`config.mk`:
```
export PLATFORM = sky130hd
export DESIGN_NAME = picorv32_mem_arbiter_flat
export DESIGN_NICKNAME = d
export VERILOG_FILES = /design/src/rtl/picorv32_mem_pkg.sv /design/src/rtl/picorv32_mem_arbiter_if.sv /design/src/rtl/picorv32_prio_sel.sv /design/src/rtl/picorv32_mem_arbiter.sv /design/src/flat_wrapper.sv
export SDC_FILE = /design/constraint.sdc
export NUM_CORES = 1
export LEC_CHECK = 0
export BUFFER_PORTS_ARGS = -buffer_cell sky130_fd_sc_hd__buf_4
export CORE_AREA = 4 4 121 123
export CTS_CLUSTER_DIAMETER = 120
export CTS_CLUSTER_SIZE = 12
export DETAILED_ROUTE_END_ITERATION = 16
export DIE_AREA = 0 0 125 127
export HOLD_SLACK_MARGIN = 0.15
export SETUP_SLACK_MARGIN = 0.05
export SLEW_MARGIN = 5
export SYNTH_ARGS = -nofsm -noshare
export SYNTH_HDL_FRONTEND = slang
export SYNTH_SLANG_ARGS = --single-unit
```
`constraint.sdc`:
```
create_clock -name clk -period 3.86 [get_ports clk]
set_input_delay 0.579 -clock clk [delete_from_list [all_inputs] [get_ports clk]]
set_output_delay 0.579 -clock clk [all_outputs]
set_load 0.01 [all_outputs]
```
`src/rtl/picorv32_mem_pkg.sv`:
```
// Shared types for the picorv32 instruction/data memory arbiter.
package picorv32_mem_pkg;

  typedef logic [31:0] data_t;
  typedef logic [31:0] addr_t;
  typedef logic [3:0]  strb_t;

  typedef struct packed {
    addr_t addr;
    data_t wdata;
    strb_t strb;
    logic  we;
  } mem_req_t;

  typedef enum logic {OWNER_INSTR, OWNER_DATA} owner_e;

  typedef enum logic {IDLE, WAIT_RSP} arb_state_e;

endpackage

```
`src/rtl/picorv32_mem_arbiter_if.sv`:
```
// One req/gnt/rvalid memory channel; the requester is the master, the memory side the slave.
interface picorv32_mem_arbiter_if;
  import picorv32_mem_pkg::*;

  logic  req;
  logic  gnt;
  addr_t addr;
  data_t wdata;
  strb_t strb;
  logic  we;
  logic  rvalid;
  data_t rdata;

  modport master (output req, addr, wdata, strb, we, input gnt, rvalid, rdata);
  modport slave  (input req, addr, wdata, strb, we, output gnt, rvalid, rdata);
endinterface

```
`src/rtl/picorv32_prio_sel.sv`:
```
// Fixed-priority instr/data selection with a saturating starvation counter that
// hands one conflict to the low-priority side after STARVE_LIMIT consecutive losses.
module picorv32_prio_sel #(
  parameter int DATA_PRIO    = 1,
  parameter int STARVE_LIMIT = 4,
  parameter int CNT_W        = 3
) (
  input  logic clk,
  input  logic rst,
  input  logic instr_req,
  input  logic data_req,
  input  logic fire,
  output logic sel_data
);

  localparam logic [CNT_W-1:0] LIMIT = CNT_W'(STARVE_LIMIT);

  logic [CNT_W-1:0] cnt_q, cnt_d;
  logic conflict, forced, low_won;

  assign conflict = instr_req && data_req;
  assign forced   = (cnt_q == LIMIT);

  always_comb begin
    sel_data = data_req;
    if (conflict) sel_data = (DATA_PRIO != 0) ? !forced : forced;
  end

  assign low_won = (DATA_PRIO != 0) ? !sel_data : sel_data;

  // Only a granted conflict lost by the low side counts; any low-side grant clears it.
  always_comb begin
    cnt_d = cnt_q;
    if (fire) begin
      if (low_won)                cnt_d = '0;
      else if (conflict && !forced) cnt_d = cnt_q + CNT_W'(1);
    end
  end

  always_ff @(posedge clk) begin
    if (rst) cnt_q <= '0;
    else     cnt_q <= cnt_d;
  end

endmodule

```
`src/rtl/picorv32_mem_arbiter.sv`:
```
// Shares one single-ported memory between the picorv32 instruction and data channels,
// one outstanding transaction at a time, responses routed back to the issuing channel.
module picorv32_mem_arbiter
  import picorv32_mem_pkg::*;
#(
  parameter int DATA_PRIO    = 1,
  parameter int STARVE_LIMIT = 4,
  parameter int CNT_W        = 3
) (
  input  logic                          clk,
  input  logic                          rst,
  picorv32_mem_arbiter_if.slave         instr_if,
  picorv32_mem_arbiter_if.slave         data_if,
  picorv32_mem_arbiter_if.master        mem_if,
  output logic                          busy
);

  arb_state_e state_q, state_d;
  owner_e     owner_q, owner_d;
  logic       arb_en, sel_data, sel_valid, fire, rsp;
  logic       instr_rsp, data_rsp;
  mem_req_t   instr_r, data_r, sel_r;

  // A returning response frees the port in the same cycle, allowing back-to-back grants.
  assign arb_en    = (state_q == IDLE) || mem_if.rvalid;
  assign sel_valid = arb_en && (instr_if.req || data_if.req);
  assign fire      = sel_valid && mem_if.gnt;

  picorv32_prio_sel #(
    .DATA_PRIO   (DATA_PRIO),
    .STARVE_LIMIT(STARVE_LIMIT),
    .CNT_W       (CNT_W)
  ) u_sel (
    .clk      (clk),
    .rst      (rst),
    .instr_req(instr_if.req),
    .data_req (data_if.req),
    .fire     (fire),
    .sel_data (sel_data)
  );

  always_comb begin
    instr_r = '{addr: instr_if.addr, wdata: instr_if.wdata, strb: instr_if.strb, we: instr_if.we};
    data_r  = '{addr: data_if.addr, wdata: data_if.wdata, strb: data_if.strb, we: data_if.we};
    sel_r   = '0;
    if (sel_valid) sel_r = sel_data ? data_r : instr_r;
  end

  assign mem_if.req   = sel_valid;
  assign mem_if.addr  = sel_r.addr;
  assign mem_if.wdata = sel_r.wdata;
  assign mem_if.strb  = sel_r.strb;
  assign mem_if.we    = sel_r.we;

  assign instr_if.gnt = fire && !sel_data;
  assign data_if.gnt  = fire && sel_data;

  // A response is only meaningful while waiting; mem_rvalid in IDLE is dropped.
  assign rsp       = (state_q == WAIT_RSP) && mem_if.rvalid;
  assign instr_rsp = rsp && (owner_q == OWNER_INSTR);
  assign data_rsp  = rsp && (owner_q == OWNER_DATA);

  assign instr_if.rvalid = instr_rsp;
  assign instr_if.rdata  = instr_rsp ? mem_if.rdata : '0;
  assign data_if.rvalid  = data_rsp;
  assign data_if.rdata   = data_rsp ? mem_if.rdata : '0;

  assign busy = (state_q == WAIT_RSP);

  always_comb begin
    state_d = state_q;
    owner_d = owner_q;
    if (fire) begin
      state_d = WAIT_RSP;
      owner_d = sel_data ? OWNER_DATA : OWNER_INSTR;
    end else if (rsp) begin
      state_d = IDLE;
    end
  end

  always_ff @(posedge clk) begin
    if (rst) begin
      state_q <= IDLE;
      owner_q <= OWNER_INSTR;
    end else begin
      state_q <= state_d;
      owner_q <= owner_d;
      assert (!(state_q == IDLE && mem_if.rvalid))
        else $info("picorv32_mem_arbiter: mem_rvalid with no outstanding request ignored");
    end
  end

endmodule

```
`src/flat_wrapper.sv`:
```
// flat-port wrapper written by rule: the top's interface ports become plain ports
module picorv32_mem_arbiter_flat import picorv32_mem_pkg::*;
#(
  parameter int DATA_PRIO    = 1,
  parameter int STARVE_LIMIT = 4,
  parameter int CNT_W        = 3
)
  (clk, rst, busy, instr_if_req, instr_if_addr, instr_if_wdata, instr_if_strb, instr_if_we, instr_if_gnt, instr_if_rvalid, instr_if_rdata, data_if_req, data_if_addr, data_if_wdata, data_if_strb, data_if_we, data_if_gnt, data_if_rvalid, data_if_rdata, mem_if_req, mem_if_addr, mem_if_wdata, mem_if_strb, mem_if_we, mem_if_gnt, mem_if_rvalid, mem_if_rdata);
  picorv32_mem_arbiter_if instr_if_i ();
  picorv32_mem_arbiter_if data_if_i ();
  picorv32_mem_arbiter_if mem_if_i ();
  input  logic clk;
  input  logic rst;
  output logic busy;
  input wire logic [$bits(instr_if_i.req)-1:0] instr_if_req;
  input wire logic [$bits(instr_if_i.addr)-1:0] instr_if_addr;
  input wire logic [$bits(instr_if_i.wdata)-1:0] instr_if_wdata;
  input wire logic [$bits(instr_if_i.strb)-1:0] instr_if_strb;
  input wire logic [$bits(instr_if_i.we)-1:0] instr_if_we;
  output wire logic [$bits(instr_if_i.gnt)-1:0] instr_if_gnt;
  output wire logic [$bits(instr_if_i.rvalid)-1:0] instr_if_rvalid;
  output wire logic [$bits(instr_if_i.rdata)-1:0] instr_if_rdata;
  input wire logic [$bits(data_if_i.req)-1:0] data_if_req;
  input wire logic [$bits(data_if_i.addr)-1:0] data_if_addr;
  input wire logic [$bits(data_if_i.wdata)-1:0] data_if_wdata;
  input wire logic [$bits(data_if_i.strb)-1:0] data_if_strb;
  input wire logic [$bits(data_if_i.we)-1:0] data_if_we;
  output wire logic [$bits(data_if_i.gnt)-1:0] data_if_gnt;
  output wire logic [$bits(data_if_i.rvalid)-1:0] data_if_rvalid;
  output wire logic [$bits(data_if_i.rdata)-1:0] data_if_rdata;
  output wire logic [$bits(mem_if_i.req)-1:0] mem_if_req;
  output wire logic [$bits(mem_if_i.addr)-1:0] mem_if_addr;
  output wire logic [$bits(mem_if_i.wdata)-1:0] mem_if_wdata;
  output wire logic [$bits(mem_if_i.strb)-1:0] mem_if_strb;
  output wire logic [$bits(mem_if_i.we)-1:0] mem_if_we;
  input wire logic [$bits(mem_if_i.gnt)-1:0] mem_if_gnt;
  input wire logic [$bits(mem_if_i.rvalid)-1:0] mem_if_rvalid;
  input wire logic [$bits(mem_if_i.rdata)-1:0] mem_if_rdata;
  assign instr_if_i.req = instr_if_req;
  assign instr_if_i.addr = instr_if_addr;
  assign instr_if_i.wdata = instr_if_wdata;
  assign instr_if_i.strb = instr_if_strb;
  assign instr_if_i.we = instr_if_we;
  assign instr_if_gnt = instr_if_i.gnt;
  assign instr_if_rvalid = instr_if_i.rvalid;
  assign instr_if_rdata = instr_if_i.rdata;
  assign data_if_i.req = data_if_req;
  assign data_if_i.addr = data_if_addr;
  assign data_if_i.wdata = data_if_wdata;
  assign data_if_i.strb = data_if_strb;
  assign data_if_i.we = data_if_we;
  assign data_if_gnt = data_if_i.gnt;
  assign data_if_rvalid = data_if_i.rvalid;
  assign data_if_rdata = data_if_i.rdata;
  assign mem_if_req = mem_if_i.req;
  assign mem_if_addr = mem_if_i.addr;
  assign mem_if_wdata = mem_if_i.wdata;
  assign mem_if_strb = mem_if_i.strb;
  assign mem_if_we = mem_if_i.we;
  assign mem_if_i.gnt = mem_if_gnt;
  assign mem_if_i.rvalid = mem_if_rvalid;
  assign mem_if_i.rdata = mem_if_rdata;
  picorv32_mem_arbiter #(.DATA_PRIO(DATA_PRIO), .STARVE_LIMIT(STARVE_LIMIT), .CNT_W(CNT_W)) u_core (.clk(clk), .rst(rst), .instr_if(instr_if_i), .data_if(data_if_i), .mem_if(mem_if_i), .busy(busy));
endmodule
```
==> results of run 1 <==
## registers in the layout (all words and copies together) (netlist names)
name / count
u_core.owner_q: 1
u_core.u_sel.cnt_q: 3
u_core.busy: 1
## final timing paths
path,endpoint,from,slack [ns],cells after the start
min reg2reg,u_core.u_sel.cnt_q[1],u_core.u_sel.cnt_q[1],0.51,2
max,mem_if_addr[4],u_core.u_sel.cnt_q[0],1.0,7
min,u_core.u_sel.cnt_q[1],u_core.u_sel.cnt_q[1],0.51,2
max reg2reg,u_core.u_sel.cnt_q[1],u_core.u_sel.cnt_q[0],2.29,6
## critical path, delay by kind of cell, from the launching register on
family / cells / cell delay [ns]
compound gates: 2 / 0.28
fa+ha+maj: 1 / 0.20
buf+inv: 3 / 0.58
flops: 1 / 0.33
simple gates: 1 / 0.62
## stage by stage
step / area, µm² / hold WS (ns)
2_1_floorplan: 2170 / 0.476
3_3_place_gp: 4590 / 0.507
3_5_place_dp: 4590 / 0.507
4_1_cts: 4660 / 0.512
5_1_grt: 4670 / 0.532
6_report: 4670 / 0.507
## cell families (layout without fill, tap and decap cells)
family / after synthesis / after routing
compound gates: 145 / 145
simple gates: 155 / 155
other cells: 0 / 3
flops: 5 / 5
fa+ha+maj: 2 / 2
buf+inv: 49 / 332
## routing by layer
layer  share of wire [%]  GRT usage, %
met2                  53          29.4
met4                 1.5          4.40
met5                   0             0
met3                  10          4.47
met1                  35          16.7
## cells in the final DEF, fill, tap and decap left out
master	synthesis	final
a21boi_1	69	69
a21oi_1	2	2
a32o_1	1	1
and2_1	65	64
and2_2	0	1
and3_1	3	2
and3_2	0	1
buf_4	2	324
clkbuf_1	31	1
clkbuf_16	0	3
dfxtp_1	5	5
diode_2	0	3
ha_1	2	2
inv_1	3	3
inv_2	1	1
nand2_1	4	4
nand2b_1	2	2
nand3_1	72	71
nand3_2	0	1
nand4_1	2	2
nor2_1	3	3
nor2b_1	2	2
nor4b_1	1	1
o2111ai_1	1	1
o21ai_0	59	59
o21ai_1	10	10
o22ai_1	1	1
o2bb2ai_1	1	1
o32ai_1	1	1
or2_1	1	1
## layout make-up
type	count	area (µm²)	share of cell area, %
inverters	4	15.0	0.321
diodes	3	7.51	0.161
clock buffers	4	78.8	1.69
repair buffers	324	2430	52.1
well taps	180	225	4.82
flip-flops and latches	5	100	2.14
multi-input cells	302	1810	38.8
## report_power, final
part | total (mW) | internal [mW] | switching [mW]
logic | 0.463 | 0.270 | 0.193
registers | 0.0560 | 0.0541 | 0.00188
clock network | 0.173 | 0.137 | 0.0360
==> reports/summary.txt, run 1 <==
Setup crit end kind = primary output
post-synth top area cell = a21boi_1
post-route minimum period = 2.86 ns
Max Cap Viol = 0
placed insts = 815
post-synthesis xor/xnor area fraction = 0%
HPWL Detailed = 10.9 mm
Post-Syn Nets = 534
Sink Count = 5
final hold vios = 0
worst path required time = 3.28 ns
DRC Markers = 0
Cell Count, Final, Fillers Out = 822
Routed Antenna Nets = 0
Synth Area per Inst = 6.11 µm²
DIE AREA = 15,900 µm²
ranking of synthesized cells by area = a21boi_1 24%, and2_1 19%, nand3_1 17%
Compound-Gate Fraction of Synth Area = 42.1%
top-count cell post-synth = nand3_1
Die Wd = 125 µm
Initial Util = 15.9%
Static Leak = 2.41 nW
worst vdd ir = 99.4 µV
Worst Setup Start Kind = flip-flop
flops & latches, synth = 5
post_cts resized = 0
yosys warns = 0
CTS Buffer Depth = 2
core area = 13,700 µm²
final wirelength = 13.8 mm
largest family of logic cells by synthesized area = compound AO/OA/AOI/OAI gates
setup TNS = 0 ns
GRT Total Usage = 15.5%
initial antenna violation count = 3
latest clock arrival within the worst-skew pair = 0.23 ns
DIE HEIGHT = 127 µm
final worst slack = 0.997 ns
RSZ-0062 raised after global routing = no
Final GP Congestion = 0.845
Setup CP Type = flip-flop to primary output
status = finished clean
actual slew at the worst max-slew pin = 0.691 ns
I/O Pins = 315
Post-Synthesis Cells = 356
area grow syn2layout = 115%
CP cell instances = inv_1 > ha_1 > and3_2 > buf_4 > o21ai_0 > a21boi_1 > buf_4
sequential area share after synthesis = 4.60%
skew final = 0.00130 ns
Worst-path clk slew = 0.03 ns
crit path DAT = 2.28 ns
commonest register cell after synthesis = dfxtp_1
per-cell routed wire length = 16.7 µm
vias in the first global route = 3,696
Synth Area in Adders = 1.15%
Worst path max stage delay = 0.62 ns
Max Slew Vio Count = 0
Max FO, Critical Path = 38
vias = 3,754
cell row count = 43
most used cell along the critical path = buf_4
Root Buffer = clkbuf_16
Max H-tree Level = 1
Via density = 4.57
Synth Area in Simple Gates = 39.8%
slowest cell on the critical path = and3_2
Post-synth top cells = 72 x nand3_1, 69 x a21boi_1, 65 x and2_1
Overall Power = 0.692 mW
DP Worst Slack = 1.10 ns
CTS Buf Count = 3
Achievable Freq = 349 MHz
area share of the largest cell type after synthesis = 23.8%
TritonCTS clock tree = done
Post-CTS Setup Bufs = 0
drt first pass iters = 5
share of post-route cells with drive strength above 1 = 51.8%
first-pass GRT wire length = 20.2 mm
Core Util, Final = 34.2%
DRT iter0 DRCs = 176
fill count = 1,505
slew margin rel. = 54.0%
hold buffer count at cts = 0
period utilisation layout = 74.2%
Hold Path Class = flip-flop to flip-flop
largest net degree at the start of global routing = 68
port bufs = 314
mux cell area share after synthesis = 0%
Synth async-reset ratio = 0%
final net count = 818
synthesized area = 2170 µm²
EDFF count, synth = 0
setup violators final = 0
PwrDens = 148 nW/µm²
Yosys cell types = 27
total grt overflow = 0
Power figures use the tool's default switching activity.
==> run 2, diff against run 1 <==
--- a/config.mk
+++ b/config.mk
@@ -5,6 +5,7 @@
 export SDC_FILE = /design/constraint.sdc
 export NUM_CORES = 1
 export LEC_CHECK = 0
+export ABC_AREA = 1
 export BUFFER_PORTS_ARGS = -buffer_cell sky130_fd_sc_hd__buf_4
 export CORE_AREA = 4 4 121 123
 export CTS_CLUSTER_DIAMETER = 120
==> constraint.sdc (replaced) <==
create_clock -name clk -period 2.9 [get_ports clk]
set_input_delay 0.435 -clock clk [delete_from_list [all_inputs] [get_ports clk]]
set_output_delay 0.435 -clock clk [all_outputs]
set_load 0.01 [all_outputs]
==> run 2 against run 1 <==
  * First-iteration DRC count fell by 16%
  * Die area unchanged
  * Via count shrank 12%
  * Global-route usage is 3.1 points lower
  * Highest routed layer unchanged
  * Critical endpoint is now mem_if_wdata[11]
  * Design area down 7.4%
  * Worst setup slack got worse by 0.36 ns
  * Clock-buffer cell count did not move
  * Worst hold slack worse by 0.095 ns
  * Final cell count grew 4.7%
  * Wire length shrank 20%
  * Largest cell class unchanged
  * Sequential power up 36%
==> reports/summary.txt, run 2 <==
final hold vios = 0 (unchanged)
Setup crit end kind = primary output (unchanged)
slowest cell on the critical path = dfxtp_1 (was and3_2)
top-count cell post-synth = nor2_1 (was nand3_1)
Static Leak = 2.48 nW (was 2.41 nW)
CTS Buf Count = 3 (unchanged)
worst vdd ir = 141 µV (was 99.4 µV)
setup TNS = 0 ns (unchanged)
Synth Area per Inst = 4.81 µm² (was 6.11 µm²)
actual slew at the worst max-slew pin = 0.409 ns (was 0.691 ns)
largest net degree at the start of global routing = 52 (was 68)
Max H-tree Level = 1 (unchanged)
crit path DAT = 1.82 ns (was 2.28 ns)
area grow syn2layout = 136% (was 115%)
DIE HEIGHT = 127 µm (unchanged)
GRT Total Usage = 12.4% (was 15.5%)
Routed Antenna Nets = 0 (unchanged)
Final GP Congestion = 0.838 (was 0.845)
port bufs = 314 (unchanged)
PwrDens = 227 nW/µm² (was 148 nW/µm²)
Post-Synthesis Cells = 382 (was 356)
Largest register FFs = 3 (unchanged)
Setup CP Type = flip-flop to primary output (unchanged)
TritonCTS clock tree = done (unchanged)
skew final = 0.00221 ns (was 0.00130 ns)
commonest register cell after synthesis = dfxtp_1 (unchanged)
Root Buffer = clkbuf_16 (unchanged)
sequential area share after synthesis = 5.45% (was 4.60%)
yosys warns = 0 (unchanged)
status = finished clean (unchanged)
hold buffer count at cts = 0 (unchanged)
HPWL Detailed = 9.25 mm (was 10.9 mm)
CP cell instances = inv_1 > ha_1 > nand2_2 > nand2_1 > nand2_2 > buf_12 > o21ai_0 > nor2_1 > buf_4 (was inv_1 > ha_1 > and3_2 > buf_4 > o21ai_0 > a21boi_1 > buf_4)
Max FO, Critical Path = 51 (was 38)
flops & latches, synth = 5 (unchanged)
DRC Markers = 0 (unchanged)
I/O Pins = 315 (unchanged)
vias in the first global route = 3,120 (was 3,696)
cell row count = 43 (unchanged)
Initial Util = 13.4% (was 15.9%)
slew margin rel. = 72.7% (was 54.0%)
worst path required time = 2.47 ns (was 3.28 ns)
final antenna diode count = 0 (was 3)
Max Cap Viol = 0 (unchanged)
Largest Register = u_core.u_sel.cnt_q (unchanged)
period utilisation layout = 77.9%
Post-CTS Setup Bufs = 0 (unchanged)
drt first pass iters = 4 (was 5)
post-synth top area cell = nor2_1 (was a21boi_1)
Overall Power = 0.980 mW (was 0.692 mW)
Post-synth top cells = 209 x nor2_1, 43 x inv_1, 42 x o21ai_0 (was 72 x nand3_1, 69 x a21boi_1, 65 x and2_1)
EDFF count, synth = 0 (unchanged)
core area = 13,700 µm² (unchanged)
Post-Syn Nets = 560 (was 534)
Hold Path Class = primary input to flip-flop (was flip-flop to flip-flop)
CTS Buffer Depth = 2 (unchanged)
Sink Count = 5 (unchanged)
initial antenna violation count = 0 (was 3)
ranking of synthesized cells by area = nor2_1 43%, o21ai_0 11%, buf_6 10% (was a21boi_1 24%, and2_1 19%, nand3_1 17%)
area share of the largest cell type after synthesis = 42.7% (was 23.8%)
Yosys cell types = 22 (was 27)
setup violators final = 0 (unchanged)
first-pass GRT wire length = 16.5 mm (was 20.2 mm)
Via density = 3.86 (was 4.57)
Achievable Freq = 443 MHz
DRT iter0 DRCs = 148 (was 176)
Synth async-reset ratio = 0% (unchanged)
Max Slew Vio Count = 0 (unchanged)
RSZ-0062 raised after global routing = no (unchanged)
Worst path max stage delay = 0.37 ns (was 0.62 ns)
latest clock arrival within the worst-skew pair = 0.23 ns (about the same)
post_cts resized = 0 (unchanged)
Die Wd = 125 µm (unchanged)
most used cell along the critical path = nand2_2 (was buf_4)
total grt overflow = 0 (unchanged)
commonest non-fill, non-tap cell in the layout = buf_4 (unchanged)
Worst Setup Start Kind = flip-flop (unchanged)
share of post-route cells with drive strength above 1 = 49.3% (was 51.8%)
DIE AREA = 15,900 µm² (unchanged)
post-route minimum period = 2.26 ns
synthesized area = 1840 µm² (was 2170 µm²)
most frequent cells in the layout = 320 x buf_4, 209 x nor2_1, 43 x inv_1 (was 324 x buf_4, 71 x nand3_1, 69 x a21boi_1)
Worst-path clk slew = 0.03 ns (about the same)
per-cell routed wire length = 12.8 µm (was 16.7 µm)
vias = 3,320 (was 3,754)
final net count = 860 (was 818)
Core Util, Final = 31.7% (was 34.2%)
Reg2Reg Setup Slack = 1.35 ns (was 2.29 ns)
final wirelength = 11.0 mm (was 13.8 mm)
[run 2: cell types whose count changed after synthesis, moves of 17 or more]
cell      change
o21ai_1      +17
inv_1        +40
and2_1       -65
clkbuf_1     -29
o21ai_0      -17
a21boi_1     -69
nand3_1      -69
nor2_1      +206
[run 2: final cells by class]
type | instances | area [µm²]
multi-input cells | 305 | 1310
inverters | 45 | 173
clock buffers | 4 | 78.8
well taps | 180 | 225
repair buffers | 322 | 2440
fillers | 1550 | 9340
flip-flops and latches | 5 | 100
[run 2: path summary, 6_finish.rpt]
check | startpoint | endpoint | depth (start not counted)
worst min register to register | u_core.u_sel.cnt_q[1] | u_core.u_sel.cnt_q[1] | 2
worst min-delay path | rst | u_core.u_sel.cnt_q[0] | 2
worst max-delay path | u_core.u_sel.cnt_q[0] | mem_if_wdata[11] | 9
worst max register to register | u_core.u_sel.cnt_q[0] | u_core.owner_q | 8
[run 2: routing by layer]
layer	share of wire, %	track usage [%]	up-vias
met1	40	14.9	1377
met4	1.7	2.49	0
met5	0	0	-
met2	50	22.0	167
met3	8.8	3.55	19
li1	-	-	1757
[run 2: critical path: cells and delay by family (launching register included)]
family	cells	cell delay [ns]
buffers and inverters	3	0.43
AND/OR/NAND/NOR	4	0.41
flip-flops	1	0.37
AO/OA/AOI/OAI	1	0.16
adder cells (fa/ha/maj)	1	0.20
[run 2: where the power goes]
part,switching [mW],internal [mW],total (mW)
registers,0.00366,0.0723,0.0759
clock network,0.0478,0.182,0.230
logic,0.308,0.366,0.674
total,0.359,0.621,0.980
[run 2: per-stage QoR]
stage	instance area (µm²)	worst slack [ns]	hold slack, ns	std cells
after floorplan	1840	1.17	0.452	382
after global placement	4250	0.781	0.475	857
after detailed placement	4250	0.741	0.487	857
after CTS	4330	0.626	0.406	861
after global routing	4330	0.460	0.411	861
final	4330	0.642	0.412	861
[run 2: kinds of logic after synthesis]
logic type,share of synthesized area [%]
buf+inv,23.4
simple gates,48.3
xor+xnor,0.477
fa+ha+maj,1.36
compound gates,21.1
flops,5.45
